==> config.mk <==
export PLATFORM = sky130hd
export DESIGN_NAME = tbl_rd_port_ctrl
export DESIGN_NICKNAME = d
export VERILOG_FILES = /design/src/rtl/tbl_rd_port_ctrl.sv
export SDC_FILE = /design/constraint.sdc
export NUM_CORES = 1
export LEC_CHECK = 0
export CORE_MARGIN = 2
export CORE_UTILIZATION = 56
export DETAILED_ROUTE_END_ITERATION = 10
export PLACE_DENSITY_LB_ADDON = 0.25
export SETUP_SLACK_MARGIN = 0.3
export SYNTH_ARGS = -nofsm -noshare
export SYNTH_HDL_FRONTEND = slang
export SYNTH_SLANG_ARGS = --single-unit
==> constraint.sdc <==
create_clock -name i_clk -period 6.3 [get_ports i_clk]
set_clock_uncertainty 0.05 [all_clocks]
set_input_delay 1.26 -clock i_clk [delete_from_list [all_inputs] [get_ports i_clk]]
set_output_delay 1.26 -clock i_clk [all_outputs]
set_load 0.005 [all_outputs]
==> src/rtl/tbl_rd_port_ctrl.sv <==
// Read-side controller for a dual-port table RAM: credit-gated request path, 1-cycle RAM capture,
// response FIFO. Optional write-to-read forwarding is enabled by defining TBL_RD_WR_FWD_EN.
module tbl_rd_port_ctrl #(
    parameter int unsigned DATA_WIDTH = 8,
    parameter int unsigned ADDR_WIDTH = 4,
    parameter int unsigned FIFO_DEPTH = 4
) (
    input  logic                  i_clk,
    input  logic                  i_aresetn,
    input  logic                  i_req_valid,
    output logic                  o_req_ready,
    input  logic [ADDR_WIDTH-1:0] i_req_addr,
    output logic [ADDR_WIDTH-1:0] o_ram_addr,
    output logic                  o_ram_en,
    input  logic [DATA_WIDTH-1:0] i_ram_dout,
    input  logic                  i_wr_en,
    input  logic [ADDR_WIDTH-1:0] i_wr_addr,
    input  logic [DATA_WIDTH-1:0] i_wr_data,
    output logic                  o_rsp_valid,
    input  logic                  i_rsp_ready,
    output logic [DATA_WIDTH-1:0] o_rsp_data,
    output logic [ADDR_WIDTH-1:0] o_rsp_addr
);
    localparam int unsigned PTR_W = (FIFO_DEPTH > 1) ? $clog2(FIFO_DEPTH) : 1;
    localparam int unsigned CNT_W = PTR_W + 1;
    localparam logic [CNT_W:0] DEPTH_C = (CNT_W + 1)'(FIFO_DEPTH);

    logic [DATA_WIDTH-1:0] r_mem_data [FIFO_DEPTH];
    logic [ADDR_WIDTH-1:0] r_mem_addr [FIFO_DEPTH];
    logic [PTR_W-1:0]      r_wptr;
    logic [PTR_W-1:0]      r_rptr;
    logic [CNT_W-1:0]      r_count;
    logic                  r_inflight_v;
    logic [ADDR_WIDTH-1:0] r_inflight_addr;

    logic                  w_pop;
    logic                  w_accept;
    logic [CNT_W:0]        w_pending;
    logic [DATA_WIDTH-1:0] w_push_data;

    assign o_rsp_valid = (r_count != '0);
    assign o_rsp_data  = r_mem_data[r_rptr];
    assign o_rsp_addr  = r_mem_addr[r_rptr];
    assign w_pop       = o_rsp_valid & i_rsp_ready;

    // Credits: buffered + in-flight entries, minus the slot freed by a pop this cycle.
    assign w_pending   = {1'b0, r_count} + (CNT_W + 1)'(r_inflight_v) - (CNT_W + 1)'(w_pop);
    assign o_req_ready = i_aresetn & (w_pending < DEPTH_C);
    assign w_accept    = i_req_valid & o_req_ready;
    assign o_ram_addr  = i_req_addr;
    assign o_ram_en    = w_accept;

`ifdef TBL_RD_WR_FWD_EN
    logic                  r_fwd_v;
    logic [DATA_WIDTH-1:0] r_fwd_data;

    // The RAM returns old data on a same-edge collision, so remember the written word.
    always_ff @(posedge i_clk) begin
        if (!i_aresetn) begin
            r_fwd_v    <= 1'b0;
            r_fwd_data <= '0;
        end else begin
            r_fwd_v    <= w_accept & i_wr_en & (i_wr_addr == i_req_addr);
            r_fwd_data <= i_wr_data;
        end
    end

    assign w_push_data = r_fwd_v ? r_fwd_data : i_ram_dout;
`else
    logic w_unused_wr;
    assign w_unused_wr = ^{i_wr_en, i_wr_addr, i_wr_data};
    assign w_push_data = i_ram_dout;
`endif

    always_ff @(posedge i_clk) begin
        if (!i_aresetn) begin
            r_wptr          <= '0;
            r_rptr          <= '0;
            r_count         <= '0;
            r_inflight_v    <= 1'b0;
            r_inflight_addr <= '0;
            for (int i = 0; i < int'(FIFO_DEPTH); i++) begin
                r_mem_data[i] <= '0;
                r_mem_addr[i] <= '0;
            end
        end else begin
            r_inflight_v    <= w_accept;
            r_inflight_addr <= i_req_addr;
            if (r_inflight_v) begin
                r_mem_data[r_wptr] <= w_push_data;
                r_mem_addr[r_wptr] <= r_inflight_addr;
                r_wptr             <= r_wptr + PTR_W'(1);
            end
            if (w_pop) begin
                r_rptr <= r_rptr + PTR_W'(1);
            end
            r_count <= r_count + CNT_W'(r_inflight_v) - CNT_W'(w_pop);
        end
    end

endmodule

; Yosys cells after proc, flatten, opt, wreduce, memory -nomap -nowiden
; Memories as Yosys holds them, arrays and structs flattened. A register that Yosys moved wholly into a read port is not among the register bits.
; Index checks and enable logic that the tools add are counted.
; Widths: inputs -> output; s select.
[totals]
word_cells = 34
mem_bits_ro = 0
out_inout_bits = 19
latch_bits = 0
reg_bits = 12
ram_bits = 48
memories = 2
[classes]
shifts = 0
order_cmp = 1
mux = 14
addsub = 6
n_mul = 0
n_reduce_logical = 3
eq_ne = 0
n_bitwise = 3
n_div = 0
[memory_table]
columns = name, words, width, rd, rd_ports_with_merged_regs, write_ports, line
row1 = r_mem_data, 4, 8, 1, 1, 4, 28  ; logic [DATA_WIDTH-1:0] r_mem_data [FIFO_DEPTH];
row2 = r_mem_addr, 4, 4, 1, 1, 4, 29  ; logic [ADDR_WIDTH-1:0] r_mem_addr [FIFO_DEPTH];
[op_table]
columns = cell, n
row1 = $mux 2, 6
row2 = $mux 8, 1
row3 = $reduce_or 8->1, 1
row4 = $mux 1, 6
row5 = $add 2x1->2 const B, 2
row6 = $add 3x1->4, 1
row7 = $lt 4x3->1 const B, 1
row8 = $mux 4, 1
row9 = $reduce_or 4->1, 1
row10 = $sub 4x1->4, 1
row11 = $add 3x1->3, 1
row12 = $and 1x1->1, 3
row13 = $reduce_bool 3->1, 1
row14 = $sub 3x1->3, 1

; Logic depth before layout (Yosys ltp)
; Gate-level depths: netlist of run 1.
[depth]
depth_word = 6
ltp_mapped = 9
mapped_depth_nobuf = 9

; Worst setup path before layout of run 1
; OpenSTA, ideal clock, no wires.
[synth_timing]
kind = input-to-output
start = in i_rsp_ready
end = out o_ram_en
path_buffers = 0
setup_slack_ns = 1.895
stages = 9
arrival_time_ns = 3.095
t_required_ns = 4.990
cell_sequence = o31a_1 -> ha_1 -> inv_1 -> ha_1 -> inv_1 -> fa_1 -> xor2_1 -> or4b_4 -> a21boi_2
[synth_via]
elab_chain_len = 5
[synth_rtl]
columns = element, line
row1 = "start, declared", 20  ; input logic i_rsp_ready,
row2 = $and 1x1->1, 44  ; assign w_pop = o_rsp_valid & i_rsp_ready;
row3 = $sub 4x1->4, 47  ; assign w_pending = {1'b0, r_count} + (CNT_W + 1)'(r_inflight_v) - (CNT_W + 1)'(w_pop);
row4 = $lt 4x3->1, 48  ; assign o_req_ready = i_aresetn & (w_pending < DEPTH_C);
row5 = $and 1x1->1, 48
row6 = $and 1x1->1, 49  ; assign w_accept = i_req_valid & o_req_ready;
row7 = "end, declared", 14  ; output logic o_ram_en,
; No other way between the ends.

; Worst setup path after layout of run 1
[layout_timing]
start = in i_rsp_ready
end = out o_ram_en
[layout_via]
elab_chain_len = 5
[layout_rtl]
columns = element, line
row1 = $and 1x1->1, 44
row2 = net w_pop, 36  ; logic w_pop;
row3 = $sub 4x1->4, 47
row4 = $lt 4x3->1, 48
row5 = $and 1x1->1, 48
row6 = $and 1x1->1, 49
; The timed path passes the listed nets, and every way through them passes these cells.

==> out/metrics.yaml, run 1 <==
clk_latency_ns: 0.34
layout_common_cells: "edfxtp_1, and2_1, clkdlybuf4s50_1"
nNetsFinal: 254
tns_ns: 0
worst_pin_slew_ns: 0.895
numCtsBuffers: 9
dp_hpwl_mm: 3.23
vias: 1550
min_path_cells: 2
hold_class: "reg2reg"
synth_area_per_cell_um2: 14.8
critPathRequiredTime_ns: 4.99
setup_viol: 0
critPathSlowestCell: "or4b_4"
reg2reg_to: "r_inflight_v"
grt_pass1_vias: 1683
pre_cts_slack_ns: 0.800
leakage_nw: 1.25
htree_levels: 3
synth.distinct_cells: 30
comb_power_share_pct: 25.3
avgRoutedWirePerCell_um: 18.1
seq_area_frac_synth_pct: 63.6
cts_setup_buffers: 0
cts_tree: "done"
finalWirelength_mm: 5.06
min_from: "r_rptr[1]"
swShare_pct: 26.9
seqPwrFrac_pct: 47.0
irDropWorstVdd_uv: 309
drc: 0
cts_buffer_depth: 2
cts_num_sinks: 62
slowest_delay_ns: 0.52
end_kind: "primary output"
path_max_fanout: 3
io_pins: 48
r2r-start: "r_inflight_v"
rsz0062_at_grt: "false"
p_sw_w: 0.000316
syn_nets: 217
fp.coreArea_um2: 4690
hold_viol_final: 0
period_minus_slack_ns: 5.49
cts_resized: 0
synth_area_leaders: "edfxtp_1, dfxtp_1, mux4_2, and2_1, and3_1"
ys_ff_latch: 62
clkTransAtPathRegs_ns: 0.07
syn_area_um2: 2710
max-slew-margin-rel_pct: 40.2
firstDrtPassIters: 4
cp_data_arrival_time_ns: 4.18
row_count: 25
power_density_nw_per_um2: 361
final_common_cell: "edfxtp_1"
grt_pass1_wl_mm: 8.00
via_per_inst: 5.56
globalRouteTotalUtil_pct: 21.1
diodes: 0
criticalPathCategory: "in2out"
status: "finished clean"
slew_viol_final: 0
critPathTopFamily: "buffers and inverters"
die-width_um: 73.5
synth_top_cell_area_share_pct: 53.3
crit_chain: "clkdlybuf4s50_1 -> o31a_1 -> ha_1 -> inv_1 -> ha_1 -> inv_1 -> fa_1 -> xor2_1 -> or4b_4 -> a21boi_2 -> clkdlybuf4s50_1"
pwr-share-clk_pct: 27.7
drt-initial-drc-count: 115
setup_ws_ns: 0.811
initial_utilization_pct: 57.7
area_growth_pct: 20.4
synth_top_cell_by_area: "edfxtp_1"
port_buffers: 34
grt_overflow: 0
crit_buf_inv: 4
holdPathEnd: "r_rptr[1]"
dieHeight_um: 73.5
rrSetupSlack_ns: 3.53
critPathLaunchType: "primary input"
max_freq_ghz: 0.182
fp.dieArea_um2: 5400
fin_crit_sh_pct: 87.1
maxCapViolations: 0
antenna_found_initial: 0
postCtsHoldBufs: 0
drive_gt1_share_pct: 15.6
reg2reg_depth: 9
gp_congestion: 0.719
p_int_w: 0.000861
root_buffer: "clkbuf_8"
ys.warnings.count: 0
ant_nets: 0
netlist_instances: 183
grt_max_degree: 25
==> cell type report <==
type | count | area, µm²
Timing Repair Buffer | 38 | 370
Fill cell | 325 | 1430
Clock buffer | 11 | 131
Tap cell | 54 | 67.6
Multi-Input combinational cell | 102 | 891
Inverter | 7 | 26.3
Sequential cell | 62 | 1720
Clock inverter | 5 | 50.0
==> worst min-delay path, delay by kind of cell, from the launching register on <==
kind / cells / cell delay (ns)
DFF: 1 / 0.32
and+or+nand+nor: 1 / 0.11
xor gates and xnor gates: 1 / 0.07
==> power groups by stage <==
stage | Clock, W | Combinational [W] | Sequential (W)
CTS | 0.000329 | 0.000302 | 0.000555
floorplan | 0 | 0.000199 | 0.000525
detailed placement | 0 | 0.000300 | 0.000563
finish | 0.000326 | 0.000297 | 0.000553
global route | 0.000345 | 0.000332 | 0.000563
global placement | 0 | 0.000292 | 0.000556
==> registers in the layout (all words and copies together), names as in the netlist, named ones only <==
name	count
r_count	3
r_inflight_addr	4
r_inflight_v	1
r_mem_addr	16
r_mem_data	32
r_rptr	2
r_wptr	2
==> per-stage QoR <==
step	util (%)	cells	total power, W	cell area [µm²]	hold WS (ns)
2_1_floorplan	-	183	0.000724	2710	0.435
4_1_cts	69.4	279	0.00119	3260	0.496
6_report	69.4	279	0.00118	3260	0.498
3_5_place_dp	65.6	263	0.000862	3080	0.469
5_1_grt	69.4	279	0.00124	3260	0.551
3_3_place_gp	65.6	263	0.000848	3080	0.470
==> cells in the mapped netlist <==
| cell | number |
|---|---|
| clkbuf_2 | 2 |
| mux4_2 | 12 |
| and3_1 | 13 |
| o311ai_0 | 1 |
| inv_2 | 2 |
| o2111ai_1 | 1 |
| a21o_2 | 1 |
| clkbuf_1 | 4 |
| buf_4 | 5 |
| nand2_1 | 4 |
| dfxtp_1 | 14 |
| nor4_2 | 1 |
| or3_1 | 1 |
| and2_1 | 41 |
| inv_1 | 5 |
| ha_1 | 4 |
| buf_1 | 1 |
| xnor2_1 | 2 |
| a21boi_2 | 2 |
| or4b_4 | 1 |
| nor3_1 | 1 |
| and4b_1 | 1 |
| edfxtp_1 | 48 |
| o31a_1 | 1 |
| o21ai_0 | 1 |
| nand2b_1 | 2 |
| nor2_1 | 7 |
| xor2_1 | 3 |
| nand3_1 | 1 |
| fa_1 | 1 |
==> routing by layer <==
metal | routed length [µm] | part of all wire [%] | global-route usage [%] | vias up
met1 | 1990 | 39 | 23.5 | 751
met5 | 0 | 0 | 0 | -
met3 | 226 | 4.5 | 6.04 | 12
met2 | 2720 | 54 | 36.8 | 45
met4 | 119 | 2.4 | 10.1 | 0
li1 | - | - | - | 742
==> cells by family (layout without fill, tap and decap cells) <==
logic type / after synthesis / in the layout / share of synthesized area [%]
AO/OA/AOI/OAI: 7 / 7 / 2.31
XOR/XNOR: 5 / 5 / 1.62
adder cells (fa/ha/maj): 5 / 5 / 2.59
buffers and inverters: 19 / 61 / 3.42
flip-flops: 62 / 62 / 63.6
multiplexers: 12 / 12 / 9.99
AND/OR/NAND/NOR: 73 / 73 / 16.4
==> how the worst max path moves through the flow <==
stage	from	to	depth (start not counted)	slack (ns)
6_report	i_rsp_ready	o_ram_en	11	0.81
3_5_place_dp	i_rsp_ready	o_ram_en	11	0.80
2_1_floorplan	i_rsp_ready	o_ram_en	9	1.90
4_1_cts	i_rsp_ready	o_ram_en	11	0.78
5_1_grt	i_rsp_ready	o_ram_en	11	0.59
3_3_place_gp	i_rsp_ready	o_ram_en	11	0.85
Note: power is estimated with default switching activity, not from simulation.
==> run 2: changes to the inputs <==
Settings changed: CORE_ASPECT_RATIO set to 1.2, CORE_MARGIN 2 to 1.5.
==> run 2 against run 1 <==
Effect of this change: first-iteration DRC count rose by 7.8%; fmax decreased by 1.7%; combinational power rose by 2%; non-clock buffer count is the same; global-route usage grew 1.2 points; flip-flop and latch count did not move; clock power down 11%; via count up 2.5%; critical path depth unchanged; final area fell by 0.46%; sequential power is essentially flat; power is 2.6% lower.
==> out/metrics.yaml, run 2 (synthesis results as in run 1) <==
criticalPathCategory: "in2out"
cts_resized: 0  # unchanged
nNetsFinal: 254  # unchanged
r2r-start: "r_inflight_v"
max-slew-margin-rel_pct: 22.0  # -18 points
cp_data_arrival_time_ns: 4.27  # +0.09 ns
grt_pass1_vias: 1733  # +3.0%
dp_hpwl_mm: 3.42  # +5.9%
drive_gt1_share_pct: 15.1  # -0.44 points
slowest_delay_ns: 0.53  # about the same
fin_crit_sh_pct: 88.6  # +1.5 points
die-width_um: 66.4  # -9.6%
grt_overflow: 0  # unchanged
critPathSlowestCell: "or4b_4"
critPathTopFamily: "buffers and inverters"
power_density_nw_per_um2: 353  # -2.2%
root_buffer: "clkbuf_8"
globalRouteTotalUtil_pct: 22.3  # +1.2 points
cts_tree: "done"
final_common_cell: "edfxtp_1"
tns_ns: 0  # unchanged
vias: 1588  # +2.5%
rrSetupSlack_ns: 3.51  # -0.02 ns
fp.dieArea_um2: 5260  # -2.7%
clkTransAtPathRegs_ns: 0.06  # about the same
fillers: 309  # -4.9%
avgRoutedWirePerCell_um: 18.1  # -0.22%
postCtsHoldBufs: 0  # unchanged
via_per_inst: 5.61  # +1.0%
largest_reg_flops: 32  # unchanged
ant_nets: 0  # unchanged
maxCapViolations: 0  # unchanged
io_pins: 48  # unchanged
reg2reg_depth: 9  # unchanged
numCtsBuffers: 9  # unchanged
min_path_cells: 2  # unchanged
crit_buf_inv: 4  # unchanged
holdWs_ns: 0.495  # -0.00329 ns
drt-initial-drc-count: 124  # +7.8%
comb_power_share_pct: 26.5  # +1.2 points
leakage_nw: 1.25  # -0.50%
gp_congestion: 0.724  # +0.63%
swShare_pct: 27.2  # +0.31 points
p_sw_w: 0.000311  # -1.5%
hold_class: "reg2reg"
pwr-share-clk_pct: 25.3  # -2.4 points
irDropWorstVdd_uv: 212  # -31%
area_growth_pct: 19.9
clk_latency_ns: 0.33  # about the same
grt_pass1_wl_mm: 8.25  # +3.2%
p_int_w: 0.000834  # -3.1%
grt_max_degree: 25  # unchanged
max_freq_ghz: 0.179  # -1.7%
holdPathEnd: "r_rptr[0]"
critPathRequiredTime_ns: 4.99  # about the same
crit_chain: "clkdlybuf4s50_1 -> o31a_1 -> ha_1 -> inv_1 -> ha_1 -> inv_1 -> fa_1 -> xor2_1 -> or4b_4 -> a21boi_2 -> clkdlybuf4s50_1"
critPathLaunchType: "primary input"
firstDrtPassIters: 5  # +1
setup_viol: 0  # unchanged
fp.coreArea_um2: 4630  # -1.4%
hold_viol_final: 0  # unchanged
worst_pin_slew_ns: 1.16  # +0.265 ns
seqPwrFrac_pct: 48.2  # +1.2 points
cts_setup_buffers: 0  # unchanged
diodes: 0  # unchanged
top_register: "r_mem_data"
slew_viol_final: 0  # unchanged
reg2reg_to: "r_inflight_v"
htree_levels: 3  # unchanged
antenna_found_initial: 0  # unchanged
drc: 0  # unchanged
fin_total_pwr_w: 0.00115  # -2.6%
cts_num_sinks: 62  # unchanged
status: "finished clean"
layout_common_cells: "edfxtp_1, and2_1, clkdlybuf4s50_1"
finalWirelength_mm: 5.12  # +1.2%
path_max_fanout: 3  # unchanged
port_buffers: 34  # unchanged
min_from: "r_rptr[0]"
row_count: 27  # +8.0%
initial_utilization_pct: 58.4  # +0.79 points
end_kind: "primary output"
dieHeight_um: 79.1  # +7.7%
fin_util_pct: 70.1  # +0.63 points
period_minus_slack_ns: 5.58  # +0.0957 ns
reg_top3: "r_mem_data (32), r_mem_addr (16), r_inflight_addr (4)"
rsz0062_at_grt: "false"
cts_buffer_depth: 2  # unchanged
## run 2: power by group through the flow
stage | Sequential, W | Combinational, W | Clock (W)
2_1_floorplan | 0.000525 | 0.000199 | 0
5_1_grt | 0.000561 | 0.000332 | 0.000316
4_1_cts | 0.000554 | 0.000309 | 0.000296
6_report | 0.000552 | 0.000304 | 0.000290
3_3_place_gp | 0.000557 | 0.000292 | 0
3_5_place_dp | 0.000562 | 0.000307 | 0
## run 2: worst reg2reg max path: cells and delay by family, from the launching register on
kind | cells | cell delay, ns
fa+ha+maj | 3 | 0.82
compound gates | 1 | 0.14
buf+inv | 3 | 0.21
flops | 1 | 0.69
simple gates | 1 | 0.53
xor+xnor | 1 | 0.28
## run 2: area by class of cell
cell class	count	area [µm²]	area share [%]
clock buffers	14	153	4.71
clock inverters	2	8.76	0.270
inverters	7	26.3	0.810
multi-input cells	102	891	27.5
flip-flops and latches	62	1720	53.1
well taps	58	72.6	2.24
repair buffers	38	370	11.4
## run 2: worst max path at each step
stage / to / start / cells after the start / slack (ns)
floorplan: o_ram_en / i_rsp_ready / 9 / 1.90
global placement: o_ram_en / i_rsp_ready / 11 / 0.84
detailed placement: o_ram_en / i_rsp_ready / 11 / 0.72
CTS: o_ram_en / i_rsp_ready / 11 / 0.70
global route: o_ram_en / i_rsp_ready / 11 / 0.55
finish: o_ram_en / i_rsp_ready / 11 / 0.72
## run 2: metal layers
metal / vias up / GRT usage, % / part of all wire, %
met4: 0 / 9.80 / 1.2
li1: 735 / - / -
met1: 803 / 23.9 / 36
met5: - / 0 / 0
met2: 45 / 39.0 / 57
met3: 5 / 7.79 / 5.1
## run 2: stage by stage
step | instances | worst slack [ns] | cell area [µm²]
global route | 283 | 0.547 | 3240
global placement | 267 | 0.844 | 3080
floorplan | 183 | 1.90 | 2710
CTS | 283 | 0.699 | 3240
detailed placement | 267 | 0.715 | 3080
finish | 283 | 0.716 | 3240
==> run 3: changes to the inputs <==
Settings changed: CORE_UTILIZATION 56 to 52, SLEW_MARGIN set to 20.
Clock period 6.3 ns to 5.34 ns, I/O delays scaled along.
==> run 3 against run 2 <==
Effect of this change: die area increased by 7.4%; largest cell class unchanged; sequential power increased by 16%; count of clock-buffer cells in the layout decreased by 3; highest routed layer unchanged.
==> out/metrics.yaml, run 3 (synthesis results as in run 1) <==
cts_tree: "done"
final_common_cell: "edfxtp_1"
nNetsFinal: 258  # +1.6%
grt_pass1_wl_mm: 8.02  # -2.8%
tns_ns: 0  # unchanged
critPathLaunchType: "primary input"
grt_pass1_vias: 1674  # -3.4%
clk_latency_ns: 0.33  # about the same
reg_top3: "r_mem_data (32), r_mem_addr (16), r_inflight_addr (4)"
globalRouteTotalUtil_pct: 21.0  # -1.3 points
htree_levels: 3  # unchanged
postCtsHoldBufs: 0  # unchanged
criticalPathCategory: "in2out"
max-slew-margin-rel_pct: 42.3  # +20 points
path_max_fanout: 2  # -1
drt-initial-drc-count: 104  # -16%
crit_buf_inv: 4  # unchanged
gp_congestion: 0.727  # +0.47%
ant_nets: 0  # unchanged
row_count: 28  # +3.7%
layout_common_cells: "edfxtp_1, and2_1, clkdlybuf4s50_1"
cts_num_sinks: 62  # unchanged
diodes: 0  # unchanged
pre_cts_slack_ns: 0.162  # -0.553 ns
firstDrtPassIters: 4  # -1
port_buffers: 34  # unchanged
critPathRequiredTime_ns: 4.22  # -0.77 ns
rsz0062_at_grt: "false"
fin_crit_sh_pct: 92.5
fp.coreArea_um2: 4970  # +7.5%
largest_reg_flops: 32  # unchanged
top_register: "r_mem_data"
via_per_inst: 5.58  # -0.53%
die-width_um: 68.8  # +3.6%
hold_viol_final: 0  # unchanged
area_growth_pct: 23.1
initial_utilization_pct: 54.4  # -4.1 points
finalWirelength_mm: 5.21  # +1.8%
grt_overflow: 0  # unchanged
period_minus_slack_ns: 4.94
dp_hpwl_mm: 3.24  # -5.3%
cts_buffer_depth: 2  # unchanged
hold_class: "reg2reg"
drive_gt1_share_pct: 18.8  # +3.7 points
root_buffer: "clkbuf_8"
worst_pin_slew_ns: 0.864  # -0.297 ns
end_kind: "primary output"
leakage_nw: 1.29  # +3.6%
crit_chain: "clkdlybuf4s50_1 -> o31a_1 -> ha_1 -> inv_1 -> ha_2 -> inv_1 -> fa_2 -> xor2_2 -> or4b_4 -> nand2_1 -> clkdlybuf4s50_1"
setup_ws_ns: 0.398  # -0.317 ns
vias: 1613  # +1.6%
numCtsBuffers: 9  # unchanged
slowest_delay_ns: 0.50  # -0.03 ns
dieHeight_um: 82.0  # +3.6%
slew_viol_final: 0  # unchanged
irDropWorstVdd_uv: 338  # +59%
critPathSlowestCell: "clkdlybuf4s50_1"
avgRoutedWirePerCell_um: 18.0  # -0.33%
fp.dieArea_um2: 5650  # +7.4%
grt_max_degree: 25  # unchanged
io_pins: 48  # unchanged
maxCapViolations: 0  # unchanged
antenna_found_initial: 0  # unchanged
critPathTopFamily: "buffers and inverters"
holdWs_ns: 0.483  # -0.0120 ns
power_density_nw_per_um2: 447  # +26%
clkTransAtPathRegs_ns: 0.06  # about the same
status: "finished clean"
drc: 0  # unchanged
cp_data_arrival_time_ns: 3.82  # -0.45 ns
max_freq_ghz: 0.202
fin_util_pct: 67.0  # -3.1 points
setup_viol: 0  # unchanged
run 3: where the power goes:
part / internal, W / switching (W) / total [W]
logic: 0.000254 / 0.000162 / 0.000415
clock network: 0.000260 / 0.000174 / 0.000434
registers: 0.000581 / 0.0000582 / 0.000639
run 3: stage by stage:
stage,area [µm²],instances,power [W]
after floorplan,2710,183,0.000855
after detailed placement,3090,270,0.00103
after CTS,3320,287,0.00148
after global routing,3330,289,0.00156
final,3330,289,0.00149
after global placement,3090,270,0.00101
run 3: worst register-to-register path: cells and delay by family, from the launching register on:
| family | cells | cell delay, ns |
|---|---|---|
| AND/OR/NAND/NOR | 1 | 0.48 |
| XOR/XNOR | 1 | 0.15 |
| AO/OA/AOI/OAI | 2 | 0.46 |
| buffers and inverters | 3 | 0.29 |
| adder cells (fa/ha/maj) | 3 | 0.81 |
| flip-flops | 1 | 0.38 |
run 3: worst paths after layout:
kind	start	end	slack, ns	cells after the start
max	i_rsp_ready	o_req_ready	0.40	11
min	r_rptr[1]	r_rptr[1]	0.48	2
max reg2reg	r_count[1]	r_inflight_v	2.67	10
min reg2reg	r_rptr[1]	r_rptr[1]	0.48	2
run 3: final cells by class:
type,instances,area (µm²)
inverters,7,26.3
clock inverters,5,73.8
well taps,60,75.1
flip-flops and latches,62,1720
multi-input cells,102,903
clock buffers,11,131
fillers,348,1640
repair buffers,42,399
run 3: what timing repair did:
action / 4_1_cts / 5_1_grt
resized for setup: 4 / 0
endpoints found under the setup margin: 2 / 1
buffers inserted: 1 / 2
pin swaps: 1 / 0
run 3: layer usage:
layer / share of wire (%) / GRT usage (%) / vias to the layer above
li1: - / - / 741
met1: 39 / 22.7 / 830
met2: 56 / 37.5 / 36
met3: 3.4 / 6.58 / 6
met4: 1.5 / 8.24 / 0
met5: 0 / 0 / -
